**config.mk**
```make
export PLATFORM = sky130hd
export DESIGN_NAME = seq_decoder_3x8_flat
export DESIGN_NICKNAME = d
export VERILOG_FILES = /design/src/rtl/seq_decoder_3x8_pkg.sv /design/src/rtl/seq_decoder_3x8_if.sv /design/src/rtl/seq_decoder_3x8_timer.sv /design/src/rtl/seq_decoder_3x8.sv /design/src/flat_wrapper.sv
export SDC_FILE = /design/constraint.sdc
export NUM_CORES = 1
export LEC_CHECK = 0
export BUFFER_PORTS_ARGS = -buffer_cell sky130_fd_sc_hd__buf_2
export CAP_MARGIN = 20
export CORE_ASPECT_RATIO = 1.4
export CORE_MARGIN = 3
export CORE_UTILIZATION = 54
export DETAILED_ROUTE_END_ITERATION = 10
export PLACE_DENSITY = 0.81
export SYNTH_ARGS = -nofsm -noshare
export SYNTH_HDL_FRONTEND = slang
export SYNTH_HIERARCHICAL = 1
export SYNTH_SLANG_ARGS = --single-unit
```
**constraint.sdc**
```tcl
create_clock -name clk -period 3.4 [get_ports clk]
set_clock_uncertainty 0.05 [all_clocks]
set_input_delay 0.34 -clock clk [delete_from_list [all_inputs] [get_ports clk]]
set_output_delay 0.34 -clock clk [all_outputs]
set_load 0.02 [all_outputs]
```
**src/rtl/seq_decoder_3x8_pkg.sv**
```systemverilog
// Shared types and constants for the sequenced 3-to-8 decoder.
package dec_pkg;

  localparam int unsigned CNT_W         = 8;
  localparam int unsigned DEF_PULSE_LEN = 4;
  localparam int unsigned DEF_GAP_LEN   = 1;

  typedef enum logic [1:0] {
    IDLE  = 2'd0,
    DRIVE = 2'd1,
    GAP   = 2'd2
  } dec_state_e;

endpackage

```
**src/rtl/seq_decoder_3x8_if.sv**
```systemverilog
// Code handshake and decoded-output bundle for seq_decoder_3x8.
interface seq_decoder_3x8_if;

  logic       e;
  logic       code_valid;
  logic [2:0] code_in;
  logic       code_ready;
  logic [7:0] y;
  logic       busy;
  logic       done;

  modport master (
    output e, code_valid, code_in,
    input  code_ready, y, busy, done
  );

  modport slave (
    input  e, code_valid, code_in,
    output code_ready, y, busy, done
  );

endinterface

```
**src/rtl/seq_decoder_3x8_timer.sv**
```systemverilog
// Loadable 8-bit down-counter that saturates at zero and flags the zero value.
module dec_timer
  import dec_pkg::*;
(
  input  logic             clk,
  input  logic             rst,
  input  logic             load_i,
  input  logic [CNT_W-1:0] load_val_i,
  input  logic             dec_i,
  output logic [CNT_W-1:0] cnt_o,
  output logic             zero_o
);

  logic [CNT_W-1:0] cnt_q;
  logic [CNT_W-1:0] cnt_d;

  // Next count: a load wins over a decrement, and the count never goes below zero.
  always_comb begin
    cnt_d = cnt_q;
    if (load_i) begin
      cnt_d = load_val_i;
    end else if (dec_i && (cnt_q != {CNT_W{1'b0}})) begin
      cnt_d = cnt_q - {{(CNT_W-1){1'b0}}, 1'b1};
    end else begin
      cnt_d = cnt_q;
    end
  end

  // Count register.
  always_ff @(posedge clk or posedge rst) begin
    if (rst) begin
      cnt_q <= {CNT_W{1'b0}};
    end else begin
      cnt_q <= cnt_d;
    end
  end

  assign cnt_o  = cnt_q;
  assign zero_o = (cnt_q == {CNT_W{1'b0}});

endmodule

```
**src/rtl/seq_decoder_3x8.sv**
```systemverilog
// Sequenced 3-to-8 decoder: each accepted code drives a one-hot pulse of
// PULSE_LEN cycles followed by GAP_LEN forced idle cycles.
module seq_decoder_3x8
  import dec_pkg::*;
#(
  parameter int unsigned PULSE_LEN = DEF_PULSE_LEN,
  parameter int unsigned GAP_LEN   = DEF_GAP_LEN
) (
  input  logic              clk,
  input  logic              rst,
  seq_decoder_3x8_if.slave  bus
);

  localparam logic [CNT_W-1:0] PULSE_LOAD = CNT_W'(PULSE_LEN - 32'd1);
  localparam logic [CNT_W-1:0] GAP_LOAD   =
    (GAP_LEN == 32'd0) ? {CNT_W{1'b0}} : CNT_W'(GAP_LEN - 32'd1);

  dec_state_e       state_q;
  dec_state_e       state_d;
  logic [7:0]       y_q;
  logic [7:0]       y_d;
  logic             load_s;
  logic [CNT_W-1:0] load_val_s;
  logic             dec_s;
  logic [CNT_W-1:0] cnt_s;
  logic             zero_s;
  logic             code_ready_s;
  logic             accept_s;

  assign code_ready_s = (state_q == IDLE) && bus.e && !rst;
  assign accept_s     = code_ready_s && bus.code_valid;

  dec_timer u_timer (
    .clk        (clk),
    .rst        (rst),
    .load_i     (load_s),
    .load_val_i (load_val_s),
    .dec_i      (dec_s),
    .cnt_o      (cnt_s),
    .zero_o     (zero_s)
  );

  // Next state, next output and counter control.
  always_comb begin
    state_d    = state_q;
    y_d        = y_q;
    load_s     = 1'b0;
    load_val_s = PULSE_LOAD;
    dec_s      = 1'b0;
    case (state_q)
      IDLE: begin
        if (accept_s) begin
          state_d    = DRIVE;
          y_d        = 8'd1 << bus.code_in;
          load_s     = 1'b1;
          load_val_s = PULSE_LOAD;
        end else begin
          y_d = 8'd0;
        end
      end
      DRIVE: begin
        if (!bus.e) begin
          // Abort: drop the pulse and park the counter at zero.
          state_d    = IDLE;
          y_d        = 8'd0;
          load_s     = 1'b1;
          load_val_s = {CNT_W{1'b0}};
        end else if (zero_s) begin
          y_d = 8'd0;
          if (GAP_LEN == 32'd0) begin
            state_d = IDLE;
          end else begin
            state_d    = GAP;
            load_s     = 1'b1;
            load_val_s = GAP_LOAD;
          end
        end else begin
          dec_s = 1'b1;
        end
      end
      GAP: begin
        y_d = 8'd0;
        if (!bus.e) begin
          state_d    = IDLE;
          load_s     = 1'b1;
          load_val_s = {CNT_W{1'b0}};
        end else if (zero_s) begin
          state_d = IDLE;
        end else begin
          dec_s = 1'b1;
        end
      end
      default: begin
        state_d = IDLE;
        y_d     = 8'd0;
      end
    endcase
  end

  // State and decoded-output registers.
  always_ff @(posedge clk or posedge rst) begin
    if (rst) begin
      state_q <= IDLE;
      y_q     <= 8'd0;
    end else begin
      state_q <= state_d;
      y_q     <= y_d;
    end
  end

  assign bus.code_ready = code_ready_s;
  assign bus.y          = y_q;
  assign bus.busy       = (state_q != IDLE);
  assign bus.done       = (state_q == DRIVE) && zero_s && bus.e;

endmodule

```
**src/flat_wrapper.sv**
```systemverilog
// flat-port wrapper written by rule: the top's interface ports become plain ports
module seq_decoder_3x8_flat import dec_pkg::*;
#(
  parameter int unsigned PULSE_LEN = DEF_PULSE_LEN,
  parameter int unsigned GAP_LEN   = DEF_GAP_LEN
)
  (clk, rst, bus_e, bus_code_valid, bus_code_in, bus_code_ready, bus_y, bus_busy, bus_done);
  seq_decoder_3x8_if bus_i ();
  input  logic clk;
  input  logic rst;
  input wire logic [$bits(bus_i.e)-1:0] bus_e;
  input wire logic [$bits(bus_i.code_valid)-1:0] bus_code_valid;
  input wire logic [$bits(bus_i.code_in)-1:0] bus_code_in;
  output wire logic [$bits(bus_i.code_ready)-1:0] bus_code_ready;
  output wire logic [$bits(bus_i.y)-1:0] bus_y;
  output wire logic [$bits(bus_i.busy)-1:0] bus_busy;
  output wire logic [$bits(bus_i.done)-1:0] bus_done;
  assign bus_i.e = bus_e;
  assign bus_i.code_valid = bus_code_valid;
  assign bus_i.code_in = bus_code_in;
  assign bus_code_ready = bus_i.code_ready;
  assign bus_y = bus_i.y;
  assign bus_busy = bus_i.busy;
  assign bus_done = bus_i.done;
  seq_decoder_3x8 #(.PULSE_LEN(PULSE_LEN), .GAP_LEN(GAP_LEN)) u_core (.clk(clk), .rst(rst), .bus(bus_i));
endmodule
```
== Word level (Yosys, flattened, before mapping) ==
Index checks and enable logic that the tools add are counted.
Widths: inputs -> output; s select.

* Register bits: 18
* Input bits: 7
* Word-level logic and storage cells: 48

* Add/sub/neg operators: 1
* Eq/ne operators: 5
* Shift operators: 1
* Muxes and demuxes: 24
* Reduce and logical (&&, ||, !) cells: 14

{| class="wikitable"
|+ Operator list
! operator !! count
|-
| $mux 8 || 6
|-
| $pmux 8 s2 || 2
|-
| $mux 2 || 7
|-
| $logic_not 8->1 || 1
|-
| $reduce_bool 8->1 || 1
|-
| $shl 1x3->8 const A || 1
|-
| $sub 8x1->8 const B || 1
|-
| $mux 1 || 7
|-
| $logic_and 1x1->1 || 6
|-
| $ne 3x2->1 const B || 2
|-
| $pmux 2 s3 || 1
|-
| $reduce_bool 2->1 || 2
|-
| $pmux 1 s3 || 1
|-
| $reduce_and 3->1 || 1
|-
| $eq 2x1->1 const B || 1
|-
| $eq 2x2->1 const B || 1
|-
| $logic_not 2->1 || 1
|-
| $ne 2x1->1 const B || 1
|-
| $reduce_or 2->1 || 1
|-
| $logic_not 1->1 || 1
|}

== Logic depth before layout (Yosys ltp) ==
Gate-level depths: netlist (run 1).

* Depth after elaboration: 7
* Mapped depth: 10

== By module ==
Netlist (run 1), hierarchy kept.

{| class="wikitable"
|+ By module, submodules not included
! module !! instances !! cells an instance !! area an instance (um^2)
|-
| seq_decoder_3x8 || 1 || 62 || 603.1
|-
| dec_timer || 1 || 53 || 495.5
|}

== Worst setup path after synthesis (run 1) ==
Ideal clock, no wire load.

* Kind: register to register
* Start point: register u_core.u_timer.cnt_q[0], in the netlist u_core/u_timer/cnt_o[0]
* End point: register u_core.u_timer.cnt_q[5], in the netlist u_core/u_timer/cnt_o[5]
* Arrival: 2294 ps
* Data required time: 3214 ps
* Path slack: 920 ps
* Stages on the path, launching flop included: 10
* Buffers on the path: 1
* Period minus slack after synthesis: 2480 ps
* Cells stage by stage: dfrtp_1 -> inv_1 -> ha_1 -> or4b_4 -> nor2_1 -> nand2_1 -> a21o_1 -> a21oi_1 -> clkbuf_1 -> o21ai_0

* Elaborated cells on any way between the ends: 13
* Classes of those cells: add/sub (1); mux (8); reduce/logical (4)

{| class="wikitable"
|+ RTL lines
! what !! RTL line !! text
|-
| start: declaration || seq_decoder_3x8_timer.sv:14 || <nowiki>logic [CNT_W-1:0] cnt_q;</nowiki>
|-
| start signal: assignment || seq_decoder_3x8_timer.sv:32 || <nowiki>cnt_q <= {CNT_W{1'b0}};</nowiki>
|-
| start signal: assignment || seq_decoder_3x8_timer.sv:34 || <nowiki>cnt_q <= cnt_d;</nowiki>
|-
| $logic_not 8->1 (*) || seq_decoder_3x8_timer.sv:39 || <nowiki>assign zero_o = (cnt_q == {CNT_W{1'b0}});</nowiki>
|-
| net u_core.zero_s || seq_decoder_3x8.sv:26 || <nowiki>logic zero_s;</nowiki>
|-
| $mux 1 (*) || seq_decoder_3x8.sv:68 || <nowiki>end else if (zero_s) begin</nowiki>
|-
| $mux 1 (*) || seq_decoder_3x8.sv:62 || <nowiki>if (!bus.e) begin</nowiki>
|-
| $pmux 1 s3 (*) || seq_decoder_3x8.sv:50 || <nowiki>case (state_q)</nowiki>
|-
| net u_core.load_s || seq_decoder_3x8.sv:22 || <nowiki>logic load_s;</nowiki>
|-
| $mux 8 or $reduce_bool 2->1 (tied branches) || - ||
|}

The timed path passes the listed nets; every way through them passes the cells marked *. The select of a mux whose other input is x is not followed.
A chain may end at the register's enable or synchronous reset.

== Final worst setup path (run 1) ==
* Start point: register u_core.u_timer.cnt_q[0], in the netlist u_core/u_timer/cnt_o[0]
* End point: register u_core.u_timer.cnt_q[3], in the netlist u_core/u_timer/cnt_o[3]

Same word-level chain as after synthesis.

==> impl_metrics.yaml, run 1 <==
status:
  status: "complete, no violations"
floorplan:
  start_util: 0.595
  chipHeight_um: 59.4
  die_w_um: 44.1
  core_um2: 1850
  die_area_um2: 2620
  io_pins: 18
  rows: 18
setup_path:
  r2r-end: "u_core/u_timer/cnt_o[3]"
  startpoint_type: "flip-flop"
  end_kind: "flip-flop"
  r2r_start: "u_core/u_timer/cnt_o[0]"
  cp_slowest_cell: "or4b_4"
  path_cells: "inv_1, ha_1, or4b_4, nor2_1, nand2_1, a21o_1, a21oi_1, buf_4, nor2b_1, a22oi_1, o41ai_1"
  worstSetupStartpoint: "u_core/u_timer/cnt_o[0]"
  critPathKind: "reg -> reg"
  critPathMaxStageDelay_ns: 0.49
  worst-path-max-fanout: 17
  cp.arrival_ns: 2.67
  reg2reg_slack_ns: 0.85
  critPathRequiredTime_ns: 3.53
  reg2reg_depth: 11
  endpoint: "u_core/u_timer/cnt_o[3]"
layout:
  syn2layout_area_growth_pct: 14.2
  post-route-cell-area_um2: 1250
  num_antenna_cells: 0
  fin_nets: 155
  layout-drive-gt1-share: 0.200
  n_fill_cell: 160
  final_util: 0.680
routing:
  first_iter_violations: 13
  wl_per_cell_um: 13.5
  drc: 0
  drt_wl_total_um: 2160
  drt-pass1-iter-count: 4
  vias: 888
  drtAntennaViolNets: 0
  vias_per_cell: 5.55
clocking:
  post-cts-setup-buffers: 0
  clockBufferDepth: 2
  root_buffer: "clkbuf_4"
  hold_buffers: 1
  cts_tree: "yes"
  cts.sinks: 18
  clk_pin_slew_worst_paths_ns: 0.10
  cts_resized: 0
  htreeDepth: 1
  insertion_delay_ns: 0.29
  cts_made_buffers: 3
yosys:
  synth_top_area_frac: 0.410
  avgSynthCellArea_um2: 9.55
  synth_most_common_cell: "dfrtp_1"
  yosys_warnings: 6
  syn-cell-area_um2: 1100
  ys_ff_latch: 18
  synth_common_cells: "18 x dfrtp_1, 15 x nand2_1, 9 x inv_1"
  syn_inst: 115
  synth_area_leaders: "dfrtp_1 41%, ha_1 8.0%, nand2_1 5.1%"
  yosys_most_used_dff: "dfrtp_1"
  synth_area_leader_cell: "dfrtp_1"
  synth_cell_types: 41
  async_flop_share: 1.00
  synth_seq_area_share: 0.410
  synth_edf_count: 0
global_route:
  antenna_found_initial: 0
  track_usage: 0.192
  grt_pass1_vias: 905
  grt_overflow: 0
  grt_pass1_wl_um: 3800
  grt_max_degree: 18
timing:
  period_share: 0.749
  tns_ns: 0
  hold_violations: 0
  setup_viol: 0
  slew_viol_final: 0
  slew_headroom: 0.563
  finalHoldWorstSlack_ns: 0.324
  rsz0062_at_grt: "false"
  fin_crit_ns: 2.55
  worst-slew-pin-transition_ns: 0.647
  fmax_ghz: 0.393
min_path:
  hold_start: "bus_code_in[0]"
  hp-class: "in -> reg"
power:
  max-vdd-ir-drop_mv: 0.431
  total_leakage_power_uw: 0.000611
  p_per_area_nw_per_um2: 673
placement:
  port_buffers: 17
  dp_hpwl_um: 1740
  placed_area_um2: 1210
  gp_congestion: 0.912
job:
  maxCapViolCount: 0
==> cells by family (layout without fill, tap and decap cells) <==
logic type      after synthesis  after routing  share of synthesized area
compound gates               26             26                      0.158
flops                        18             18                      0.410
xor+xnor                      4              4                     0.0319
mux                           2              2                     0.0205
fa+ha+maj                     7              7                     0.0797
other cells                   1              6                    0.00341
buf+inv                      12             32                     0.0547
simple gates                 45             45                      0.241
==> how the worst min path moves through the flow <==
stage / to / depth (start not counted)
finish: u_core/bus.y[3] / 3
global route: u_core/bus.y[7] / 3
CTS: u_core/bus.y[3] / 3
detailed placement: u_core/u_timer/cnt_o[3] / 2
global placement: u_core/u_timer/cnt_o[3] / 2
floorplan: u_core/u_timer/cnt_o[0] / 1
==> layer usage <==
layer / vias up / wire, µm / track usage
met5: - / 0 / 0
met4: 0 / 13 / 0.0690
met3: 2 / 75 / 0.0334
met2: 15 / 1210 / 0.350
met1: 425 / 860 / 0.218
li1: 446 / - / -
==> state kept, by name, indices dropped and copies added, names as in the netlist <==
signal	flops
u_core/bus.y	8
u_core/state_q	2
u_core/u_timer/cnt_o	8
==> per-stage QoR <==
step           instances  power [µW]  setup WS [ns]
2_1_floorplan        120         626          0.920
3_3_place_gp         155         690          0.983
3_5_place_dp         155         712          0.863
4_1_cts              160         846          0.855
5_1_grt              160         921          0.583
6_report             160         844          0.853
==> cell type report <==
cell class	count	area, µm²	share of cell area
repair buffers	19	103	0.0818
multi-input cells	90	607	0.484
clock buffers	4	36.3	0.0289
inverters	9	33.8	0.0269
flip-flops and latches	18	450	0.359
well taps	20	25.0	0.0199
==> critical path: cells and delay by family (launching register included) <==
kind	cells	cell delay (ns)
AO/OA/AOI/OAI	4	0.57
adder cells (fa/ha/maj)	1	0.18
buffers and inverters	2	0.33
flip-flops	1	0.38
AND/OR/NAND/NOR	4	0.91
==> placed cells by master, fill, tap and decap left out, drive strengths merged, types with 4 or more instances in the layout <==
cell,count
inv,9
a22o,4
o21ai,12
ha,7
nor2,6
dfrtp,18
buf,18
nand2,15
conb,6
clkbuf,4
==> power by group <==
group | internal (µW) | switching [µW] | leakage (µW)
clock | 65.2 | 63.7 | 0.0000210
sequential | 271 | 57.4 | 0.000235
combinational | 163 | 224 | 0.000356
No activity file was read; power rests on OpenSTA's default activity.
==> run 2, diff against run 1 <==
CORE_UTILIZATION = 49   (was 54)
PLACE_DENSITY = 0.78   (was 0.81)
clock period = 2 ns   (was 3.4 ns; I/O delays follow)
==> run 2 against run 1 <==
  * The run now ends with negative setup slack left
  * Sequential share of layout area is 5.6 points lower
  * Global-route usage is 1.0 points higher
  * Die area is 9.0% higher
  * Cell count is 14% higher
  * Sequential cell count stayed put
  * Total power is 110% higher
  * Routed wire length is 21% higher
  * Combinational power grew to 2.7 times the previous value
  * Final area is 18% higher
  * Core utilization is 4.8 points higher
  * Clock-buffer cell count stayed put
  * Critical endpoint is now u_core/u_timer/cnt_o[7]
  * Largest cell class unchanged
  * Largest power group unchanged
  * Highest routed layer unchanged
==> impl_metrics.yaml, run 2 (synthesized netlist as in run 1, its figures left out) <==
layout:
  multi_input_area_um2: 658
  seqCellArea_um2: 450
  layout.cells.most_common: "buf_4"
  layout_common_cells: "21 x buf_4, 18 x dfrtp_1, 16 x buf_2"
  num_antenna_cells: 0
  layout-drive-gt1-share: 0.370
  finalNonFillerCells: 183
  n_fill_cell: 148
  fin_nets: 177
  syn2layout_area_growth_pct: 35.3
global_route:
  grt_pass1_vias: 1028
  grt_pass1_wl_um: 4180
  grt_overflow: 0
  grt_max_degree: 15
  antenna_found_initial: 0
  track_usage: 0.203
power:
  max-vdd-ir-drop_mv: 0.787
  p_total_uw: 1790
  total_leakage_power_uw: 0.000721
  p_per_area_nw_per_um2: 1210
placement:
  port_buffers: 17
  dp_hpwl_um: 1880
  gp_congestion: 0.796
  dp_cells: 172
clocking:
  clk_pin_slew_worst_paths_ns: 0.11
  cts_made_buffers: 3
  clockBufferDepth: 2
  root_buffer: "clkbuf_4"
  insertion_delay_ns: 0.30
  htreeDepth: 1
  cts.sinks: 18
  cts_tree: "yes"
timing:
  hold_violations: 0
  fmax_ghz: 0.446
  fin_crit_ns: 2.24
  layout_setup_ws_ns: -0.241
  setup_viol: 14
  slew_headroom: 0.566
  worst-slew-pin-transition_ns: 0.642
  period_share: 1.12
  slew_viol_final: 0
  finalHoldWorstSlack_ns: 0.182
  rsz0062_at_grt: "true"
setup_path:
  critPathKind: "reg -> reg"
  startpoint_type: "flip-flop"
  r2r-end: "u_core/u_timer/cnt_o[7]"
  path_cells: "inv_2, ha_4, or4b_4, nor2_4, nand2b_1, nor2_1, nor3b_2, nand4_1, xor2_1, o21ai_1"
  reg2reg_slack_ns: -0.24
  worst-path-max-fanout: 3
  worstSetupStartpoint: "u_core/u_timer/cnt_o[1]"
  critPathMaxStageDelay_ns: 0.47
  critPathRequiredTime_ns: 2.14
  reg2reg_depth: 10
  cp.arrival_ns: 2.38
  r2r_start: "u_core/u_timer/cnt_o[1]"
  end_kind: "flip-flop"
  cp_slowest_cell: "or4b_4"
floorplan:
  rows: 19
  core_um2: 2040
  chipHeight_um: 62.0
  die_area_um2: 2850
  start_util: 0.537
  io_pins: 18
  die_w_um: 46.0
status:
  violations: "negative setup slack"
  status: "complete, but fails checks"
routing:
  wl_per_cell_um: 14.3
  vias_per_cell: 5.56
  drtAntennaViolNets: 0
  vias: 1017
  drt_wl_total_um: 2620
  drt-pass1-iter-count: 4
  drc: 0
  first_iter_violations: 8
min_path:
  hold_depth: 4
  hold_start: "bus_code_in[2]"
  holdPathEnd: "u_core/bus.y[1]"
  hp-class: "in -> reg"
job:
  maxCapViolCount: 0
[run 2: cell types whose count changed in the layout (fill, tap and decap cells not counted), sizes merged]
| cell | change |
|---|---|
| buf | +22 |
[run 2: stage by stage]
| stage | setup TNS (ns) | instance area, µm² | utilization | worst slack (ns) |
|---|---|---|---|---|
| finish | -1.74 | 1490 | 0.727 | -0.241 |
| global route | -3.32 | 1490 | 0.727 | -0.320 |
| CTS | -1.42 | 1460 | 0.712 | -0.166 |
| detailed placement | -0.480 | 1360 | 0.666 | -0.0985 |
| global placement | -0.0917 | 1360 | 0.666 | -0.0514 |
| floorplan | -0.135 | 1160 | - | -0.0545 |
[run 2: critical path, delay by kind of cell (launching register included)]
family                   cells  cell delay, ns
AND/OR/NAND/NOR              6            1.17
flip-flops                   1            0.41
XOR/XNOR                     1            0.20
adder cells (fa/ha/maj)      1            0.13
AO/OA/AOI/OAI                1            0.09
buffers and inverters        1            0.08
[run 2: area by class of cell]
cell class	count	share of cell area
clock buffers	4	0.0244
flip-flops and latches	18	0.303
repair buffers	41	0.189
multi-input cells	90	0.443
inverters	9	0.0227
well taps	21	0.0177
[run 2: repair_timing]
| action | in CTS | in global routing |
|---|---|---|
| hold endpoints to repair | 18 | 0 |
| pin swaps | 2 | 3 |
| hold buffers | 1 | 0 |
| endpoints found under the setup margin | 11 | 18 |
| buffers inserted | 3 | 3 |
| resized for setup | 10 | 4 |
[run 2: power by group]
group	total, µW	switching (µW)	internal (µW)	leakage (µW)
clock network	227	116	111	0.0000210
logic	1040	529	512	0.000465
registers	525	63.7	461	0.000235
total	1790	709	1080	0.000721
[run 2: routing by layer]
layer	global-route usage	wire length, µm
met4	0.0976	51
met2	0.384	1430
met5	0	0
met1	0.201	1040
met3	0.0432	91
[run 2: worst max-delay path by stage]
stage | cells after the start | slack (ns) | end
after CTS | 7 | -0.17 | bus_done
after global routing | 10 | -0.32 | u_core/u_timer/cnt_o[7]
after floorplan | 10 | -0.05 | u_core/u_timer/cnt_o[3]
final | 10 | -0.24 | u_core/u_timer/cnt_o[7]
after detailed placement | 7 | -0.1 | u_core/state_q[0]
after global placement | 7 | -0.05 | u_core/state_q[0]
